$ cat config.mk
export PLATFORM = sky130hd
export DESIGN_NAME = capture_controller
export DESIGN_NICKNAME = d
export VERILOG_FILES = /design/src/rtl/capture_pkg.sv /design/src/rtl/capture_addr_gen.sv /design/src/rtl/capture_controller.sv
export SDC_FILE = /design/constraint.sdc
export NUM_CORES = 1
export LEC_CHECK = 0
export ABC_AREA = 1
export BUFFER_PORTS_ARGS = -buffer_cell sky130_fd_sc_hd__buf_4
export CORE_ASPECT_RATIO = 0.7
export CORE_MARGIN = 4
export CORE_UTILIZATION = 35
export DETAILED_ROUTE_END_ITERATION = 7
export PLACE_DENSITY_LB_ADDON = 0.2
export SYNTH_ARGS = -nofsm -noshare
export SYNTH_HDL_FRONTEND = slang
export SYNTH_SLANG_ARGS = --single-unit
$ cat constraint.sdc
create_clock -name clk -period 1.7 [get_ports clk]
set_input_delay 0.17 -clock clk [delete_from_list [all_inputs] [get_ports clk]]
set_output_delay 0.17 -clock clk [all_outputs]
set_load 0.02 [all_outputs]
$ cat src/rtl/capture_pkg.sv
// Shared types and default parameters for the capture controller.
// The ARMED state exists only when CAPTURE_TRIGGER_EN is defined.
package capture_pkg;

    localparam int ADDR_W_DEF     = 16;
    localparam int DATA_W_DEF     = 12;
    localparam int SAMPLE_DIV_DEF = 100;
    localparam int TIMEOUT_DEF    = 255;

    typedef enum logic [2:0] {
`ifdef CAPTURE_TRIGGER_EN
        ST_ARMED     = 3'd1,
`endif
        ST_IDLE      = 3'd0,
        ST_WAIT_TICK = 3'd2,
        ST_CONVERT   = 3'd3,
        ST_WAIT_DATA = 3'd4,
        ST_WRITE     = 3'd5,
        ST_DONE      = 3'd6
    } state_t;

endpackage

$ cat src/rtl/capture_addr_gen.sv
// Sample-memory write address and remaining-sample counter.
// A load value of zero stands for a full 2^ADDR_W run, hence the extra count bit.
module capture_addr_gen
    import capture_pkg::*;
#(
    parameter int ADDR_W = ADDR_W_DEF
) (
    input  logic              clk,
    input  logic              reset,
    input  logic              load,
    input  logic [ADDR_W-1:0] count_init,
    input  logic              advance,
    output logic [ADDR_W-1:0] addr,
    output logic              last
);

    logic [ADDR_W-1:0] addr_r;
    logic [ADDR_W:0]   count_r;

    // address / remaining-count registers
    always_ff @(posedge clk) begin
        if (reset) begin
            addr_r  <= {ADDR_W{1'b0}};
            count_r <= {(ADDR_W+1){1'b0}};
        end else if (load) begin
            addr_r  <= {ADDR_W{1'b0}};
            if (count_init == {ADDR_W{1'b0}}) begin
                count_r <= {1'b1, {ADDR_W{1'b0}}};
            end else begin
                count_r <= {1'b0, count_init};
            end
        end else if (advance) begin
            addr_r  <= addr_r + ADDR_W'(1);
            count_r <= count_r - (ADDR_W+1)'(1);
        end
    end

    assign addr = addr_r;
    assign last = (count_r == (ADDR_W+1)'(1));

endmodule

$ cat src/rtl/capture_controller.sv
// Paces ADC conversions from a clock divider and streams each sample to memory.
// Define CAPTURE_TRIGGER_EN to add the trig input and the ARMED wait state.
module capture_controller
    import capture_pkg::*;
#(
    parameter int ADDR_W     = ADDR_W_DEF,
    parameter int DATA_W     = DATA_W_DEF,
    parameter int SAMPLE_DIV = SAMPLE_DIV_DEF,
    parameter int TIMEOUT    = TIMEOUT_DEF
) (
    input  logic              clk,
    input  logic              reset,
    input  logic              start,
    input  logic              stop,
    input  logic [ADDR_W-1:0] num_samples,
`ifdef CAPTURE_TRIGGER_EN
    input  logic              trig,
`endif
    input  logic              adc_valid,
    input  logic [DATA_W-1:0] adc_data,
    output logic              conv_start,
    output logic              mem_we,
    output logic [ADDR_W-1:0] mem_addr,
    output logic [DATA_W-1:0] mem_wdata,
    output logic              busy,
    output logic              done,
    output logic              overrun,
    output logic              timeout_err
);

    localparam int DIV_W = 16;
    localparam int TMO_W = (TIMEOUT > 1) ? $clog2(TIMEOUT) : 1;
    localparam logic [DIV_W-1:0] DIV_LOAD = DIV_W'(SAMPLE_DIV - 1);
    localparam logic [TMO_W-1:0] TMO_LAST = TMO_W'(TIMEOUT - 1);
`ifdef CAPTURE_TRIGGER_EN
    localparam state_t ST_FIRST = ST_ARMED;
`else
    localparam state_t ST_FIRST = ST_WAIT_TICK;
`endif

    state_t            state_r;
    state_t            state_next_s;
    logic [DIV_W-1:0]  div_r;
    logic [TMO_W-1:0]  wait_cnt_r;
    logic [DATA_W-1:0] mem_wdata_r;
    logic              overrun_r;
    logic              timeout_err_r;
    logic              run_start_s;
    logic              hold_div_s;
    logic              tick_s;
    logic              timeout_s;
    logic              overrun_set_s;
    logic              advance_s;
    logic              last_s;
    logic              trig_rise_s;
    logic [ADDR_W-1:0] addr_s;

`ifdef CAPTURE_TRIGGER_EN
    logic trig_prev_r;

    // previous trig level for rising-edge detection
    always_ff @(posedge clk) begin
        if (reset) begin
            trig_prev_r <= 1'b0;
        end else begin
            trig_prev_r <= trig;
        end
    end

    assign trig_rise_s = trig & ~trig_prev_r;
    assign hold_div_s  = (state_r == ST_IDLE) || (state_r == ST_ARMED);
`else
    assign trig_rise_s = 1'b0;
    assign hold_div_s  = (state_r == ST_IDLE);
`endif

    // stop wins over a simultaneous start in IDLE
    assign run_start_s   = (state_r == ST_IDLE) && start && !stop;
    assign tick_s        = (state_r != ST_IDLE) && (div_r == {DIV_W{1'b0}});
    assign timeout_s     = (state_r == ST_WAIT_DATA) && !adc_valid && !stop &&
                           (wait_cnt_r == TMO_LAST);
    assign overrun_set_s = tick_s && ((state_r == ST_CONVERT) ||
                                      (state_r == ST_WAIT_DATA) ||
                                      (state_r == ST_WRITE));
    assign advance_s     = (state_r == ST_WRITE);

    capture_addr_gen #(
        .ADDR_W (ADDR_W)
    ) u_addr_gen (
        .clk        (clk),
        .reset      (reset),
        .load       (run_start_s),
        .count_init (num_samples),
        .advance    (advance_s),
        .addr       (addr_s),
        .last       (last_s)
    );

    // state register
    always_ff @(posedge clk) begin
        if (reset) begin
            state_r <= ST_IDLE;
        end else begin
            state_r <= state_next_s;
        end
    end

    // next-state decode
    always_comb begin
        state_next_s = state_r;
        case (state_r)
            ST_IDLE: begin
                if (run_start_s) state_next_s = ST_FIRST;
                else             state_next_s = ST_IDLE;
            end
`ifdef CAPTURE_TRIGGER_EN
            ST_ARMED: begin
                if (stop)             state_next_s = ST_IDLE;
                else if (trig_rise_s) state_next_s = ST_WAIT_TICK;
                else                  state_next_s = ST_ARMED;
            end
`endif
            ST_WAIT_TICK: begin
                if (stop)        state_next_s = ST_IDLE;
                else if (tick_s) state_next_s = ST_CONVERT;
                else             state_next_s = ST_WAIT_TICK;
            end
            ST_CONVERT: begin
                if (stop) state_next_s = ST_IDLE;
                else      state_next_s = ST_WAIT_DATA;
            end
            ST_WAIT_DATA: begin
                if (stop)           state_next_s = ST_IDLE;
                else if (adc_valid) state_next_s = ST_WRITE;
                else if (timeout_s) state_next_s = ST_DONE;
                else                state_next_s = ST_WAIT_DATA;
            end
            ST_WRITE: begin
                if (stop)        state_next_s = ST_IDLE;
                else if (last_s) state_next_s = ST_DONE;
                else             state_next_s = ST_WAIT_TICK;
            end
            ST_DONE: begin
                state_next_s = ST_IDLE;
            end
            default: begin
                state_next_s = ST_IDLE;
            end
        endcase
    end

    // free-running sample divider, parked at reload until the run reaches WAIT_TICK
    always_ff @(posedge clk) begin
        if (reset) begin
            div_r <= DIV_LOAD;
        end else if (hold_div_s || tick_s) begin
            div_r <= DIV_LOAD;
        end else begin
            div_r <= div_r - DIV_W'(1);
        end
    end

    // cycles spent in WAIT_DATA
    always_ff @(posedge clk) begin
        if (reset) begin
            wait_cnt_r <= {TMO_W{1'b0}};
        end else if (state_r == ST_WAIT_DATA) begin
            wait_cnt_r <= wait_cnt_r + TMO_W'(1);
        end else begin
            wait_cnt_r <= {TMO_W{1'b0}};
        end
    end

    // sample capture and sticky error flags
    always_ff @(posedge clk) begin
        if (reset) begin
            mem_wdata_r   <= {DATA_W{1'b0}};
            overrun_r     <= 1'b0;
            timeout_err_r <= 1'b0;
        end else begin
            if ((state_r == ST_WAIT_DATA) && adc_valid) begin
                mem_wdata_r <= adc_data;
            end
            if (run_start_s) begin
                overrun_r     <= 1'b0;
                timeout_err_r <= 1'b0;
            end else begin
                if (overrun_set_s) overrun_r     <= 1'b1;
                if (timeout_s)     timeout_err_r <= 1'b1;
            end
        end
    end

    // output decode from registered state
    always_comb begin
        conv_start  = (state_r == ST_CONVERT);
        mem_we      = (state_r == ST_WRITE);
        busy        = (state_r != ST_IDLE);
        done        = (state_r == ST_DONE);
        mem_addr    = addr_s;
        mem_wdata   = mem_wdata_r;
        overrun     = overrun_r;
        timeout_err = timeout_err_r;
    end

endmodule

==> flow_summary_export.csv <==
group,metric,value,unit
cells_and_area,layout_commonest_cell,"nand2_1",
hold_path,hold_class,"in2reg",
logic_synthesis,synth.largest_area_cell,"dfxtp_1",
logic_synthesis,ys_seq_elements,74,
route,ant_nets,0,
critical_path,critPathLaunchType,"flop",
route,wl,9790,um
power,combinationalPowerShare,9.4,%
clock_network,cts.clk_slew.worst_paths,0.06,ns
critical_path,critPathTopFamily,"simple AND/OR/NAND/NOR gates",
cells_and_area,n_fill_cell,1087,
logic_synthesis,syn_inst,543,
logic_synthesis,syn_area_per_cell,6.96,um2
floorplanning,ioPinCount,67,
power,seqPwrFrac,40.3,%
floorplanning,start_util,36.2,%
clock_network,worstSkewPairLatency,0.33,ns
sta,skew,0.00485,ns
status,status,"finished clean",
critical_path,path_cells,"inv_1 -> ha_1 -> nand3_1 -> nor2_4 -> nand3_1 -> o21ai_0 -> nand2_1 -> nor3b_2",
logic_synthesis,syn_nets,583,
place,place_hpwl,7410,um
sta,max_freq,0.644,GHz
clock_network,cts_root_buffer,"clkbuf_16",
cells_and_area,area.growth.synth_to_final,27.4,%
power,sw_frac_of_total,22.5,%
route,drtIter0Drc,269,
logic_synthesis,ys_types,37,
route,wl_per_cell,13.0,um
power,p_switching,1.00,mW
cells_and_area,drive_above_1_share,19.1,%
critical_path,required,1.91,ns
logic_synthesis,ys.flop_type,"dfxtp_1",
logic_synthesis,yosysSeqAreaShare,39.2,%
run,max_cap_violations,0,
global_routing,first_global_vias,3302,
clock_network,clk_path_buf_depth,2,
power,powerDensity,922,nW/um2
critical_path,crit_path_end_kind,"flop",
logic_synthesis,async_flop_share,0,%
clock_network,tritoncts,"done",
power,irDropWorstVdd,0.456,mV
global_routing,overflow,0,
critical_path,slowest_stage,"dfxtp_1",
logic_synthesis,yosys_warnings,0,
sta,period_minus_slack,1.55,ns
floorplanning,num_rows,31,
logic_synthesis,netlist_top_cells_area,"dfxtp_1 (39%), nand2_1 (11%), nor2_1 (10%), inv_1 (5.6%), a21oi_1 (4.8%)",
power,pwr-share-clk,50.3,%
power,power.internal,3.44,mW
place,io_buffers,66,
sta,finalSetupTns,0,ns
critical_path,cp.arrival,1.77,ns
logic_synthesis,synth_edf_count,0,
clock_network,numClockSinks,74,
sta,worst_pin_slew,0.384,ns
floorplanning,die_w,132,um
place,gp_congestion,0.857,
floorplanning,core,10400,um2
floorplanning,dieArea,12600,um2
sta,fin_crit_sh,91.3,%
global_routing,grt_util_all_layers,16.1,%
cells_and_area,utilization,46.2,%
clock_network,cts_made_buffers,9,
global_routing,grt_pass1_wl,16200,um
sta,slew_viol_final,0,
floorplanning,dieHeight,95.0,um
global_routing,grt_max_degree,20,
route,dr.pass1.iters,4,
logic_synthesis,synth_top_area_share,39.2,%
route,drc,0,
critical_path,slowest_delay,0.33,ns
critical_path,crit_buf_inv,1,
clock_network,htreeDepth,3,
sta,setup_viol,0,
global_routing,antenna_found_initial,0,
critical_path,critPathMaxFanout,8,
power,p_leak,2.06,nW
cells_and_area,diodes,0,
critical_path,cp_common_cell,"nand3_1",
route,via_per_inst,4.81,
critical_path,worstSetupPathType,"reg2reg",
cells_and_area,fin_nets,658,
cells_and_area,final_cell_mix,"nand2_1 (106), nor2_1 (101), buf_4 (75), dfxtp_1 (74), inv_1 (56)",
route,vias,3631,
sta,rsz0062_at_grt,"no",
clock_network,cts_setup_buffers,0,
sta,slew_headroom,74.2,%
sta,hold_viol,0,
logic_synthesis,netlist_area,3780,um2
cell type report:
type / instances / area, um2 / share of cell area (%)
Timing Repair Buffer: 76 / 574 / 11.9
Inverter: 59 / 224 / 4.65
Clock buffer: 12 / 256 / 5.32
Clock inverter: 4 / 97.6 / 2.03
Tap cell: 132 / 165 / 3.43
Multi-Input combinational cell: 398 / 2020 / 41.9
Sequential cell: 74 / 1480 / 30.8
final timing paths:
path                               from                     to  slack [ns]  depth (start not counted)
setup / recovery  u_addr_gen.count_r[0]  u_addr_gen.count_r[8]        0.15                          8
hold / removal             adc_data[10]          mem_wdata[10]        0.06                          3
setup reg to reg  u_addr_gen.count_r[0]  u_addr_gen.count_r[8]        0.15                          8
hold reg to reg                div_r[0]               div_r[0]        0.42                          1
cell usage after synthesis, types with 4 or more instances:
library cell / instances
a211oi_1: 4
a21oi_1: 36
a31oi_1: 6
dfxtp_1: 74
ha_1: 7
inv_1: 56
nand2_1: 106
nand3_1: 27
nand3b_1: 4
nand4_1: 14
nor2_1: 103
nor2_2: 7
nor3_1: 13
o21ai_0: 31
xnor2_1: 6
xor2_1: 10
metrics by stage:
step                      std cells  area (um2)  power [mW]  hold WS (ns)  setup slack (ns)
after global routing            755        4820        4.63        0.0644           0.00181
after detailed placement        739        4440        2.23         0.405             0.115
after global placement          739        4440        2.23         0.396             0.138
after floorplan                 543        3780        2.09         0.248             0.154
final                           755        4820        4.44        0.0642             0.148
after CTS                       755        4790        4.49        0.0550            0.0269
what timing repair did:
item / 4_1_cts / 5_1_grt
hold buffers: 0 / 0
gates resized for setup: 0 / 7
endpoints found under the setup margin: 0 / 9
layer usage:
layer | GRT usage [%] | routed length, um
met4 | 4.50 | 112
met2 | 23.1 | 3830
met1 | 23.5 | 5280
met3 | 4.63 | 560
met5 | 0 | 0
flip-flops by register name, summed over array words and instances (netlist names):
name / cells
timeout_err: 1
u_addr_gen.count_r: 17
div_r: 16
u_addr_gen.addr: 16
state_r: 3
mem_wdata: 12
overrun: 1
wait_cnt_r: 8
logic make-up (layout without fill, tap and decap cells):
group,after synthesis,in the layout,synth area share (%)
buf+inv,71,151,7.88
compound gates,80,80,11.2
fa+ha+maj,7,7,2.32
xor+xnor,16,16,3.71
simple gates,295,295,35.7
flops,74,74,39.2
power groups by stage:
| stage | registers [mW] | clock network, mW | logic [mW] |
|---|---|---|---|
| after CTS | 1.79 | 2.29 | 0.408 |
| after global routing | 1.79 | 2.36 | 0.471 |
| after global placement | 1.83 | 0 | 0.402 |
| after detailed placement | 1.83 | 0 | 0.406 |
| final | 1.79 | 2.23 | 0.417 |
| after floorplan | 1.82 | 0 | 0.270 |
worst min-delay path, delay by kind of cell:
| family | cells | cell delay (ns) |
|---|---|---|
| buffers and inverters | 1 | 0.08 |
| and+or+nand+nor | 2 | 0.11 |
(Power assumes the default switching activity.)
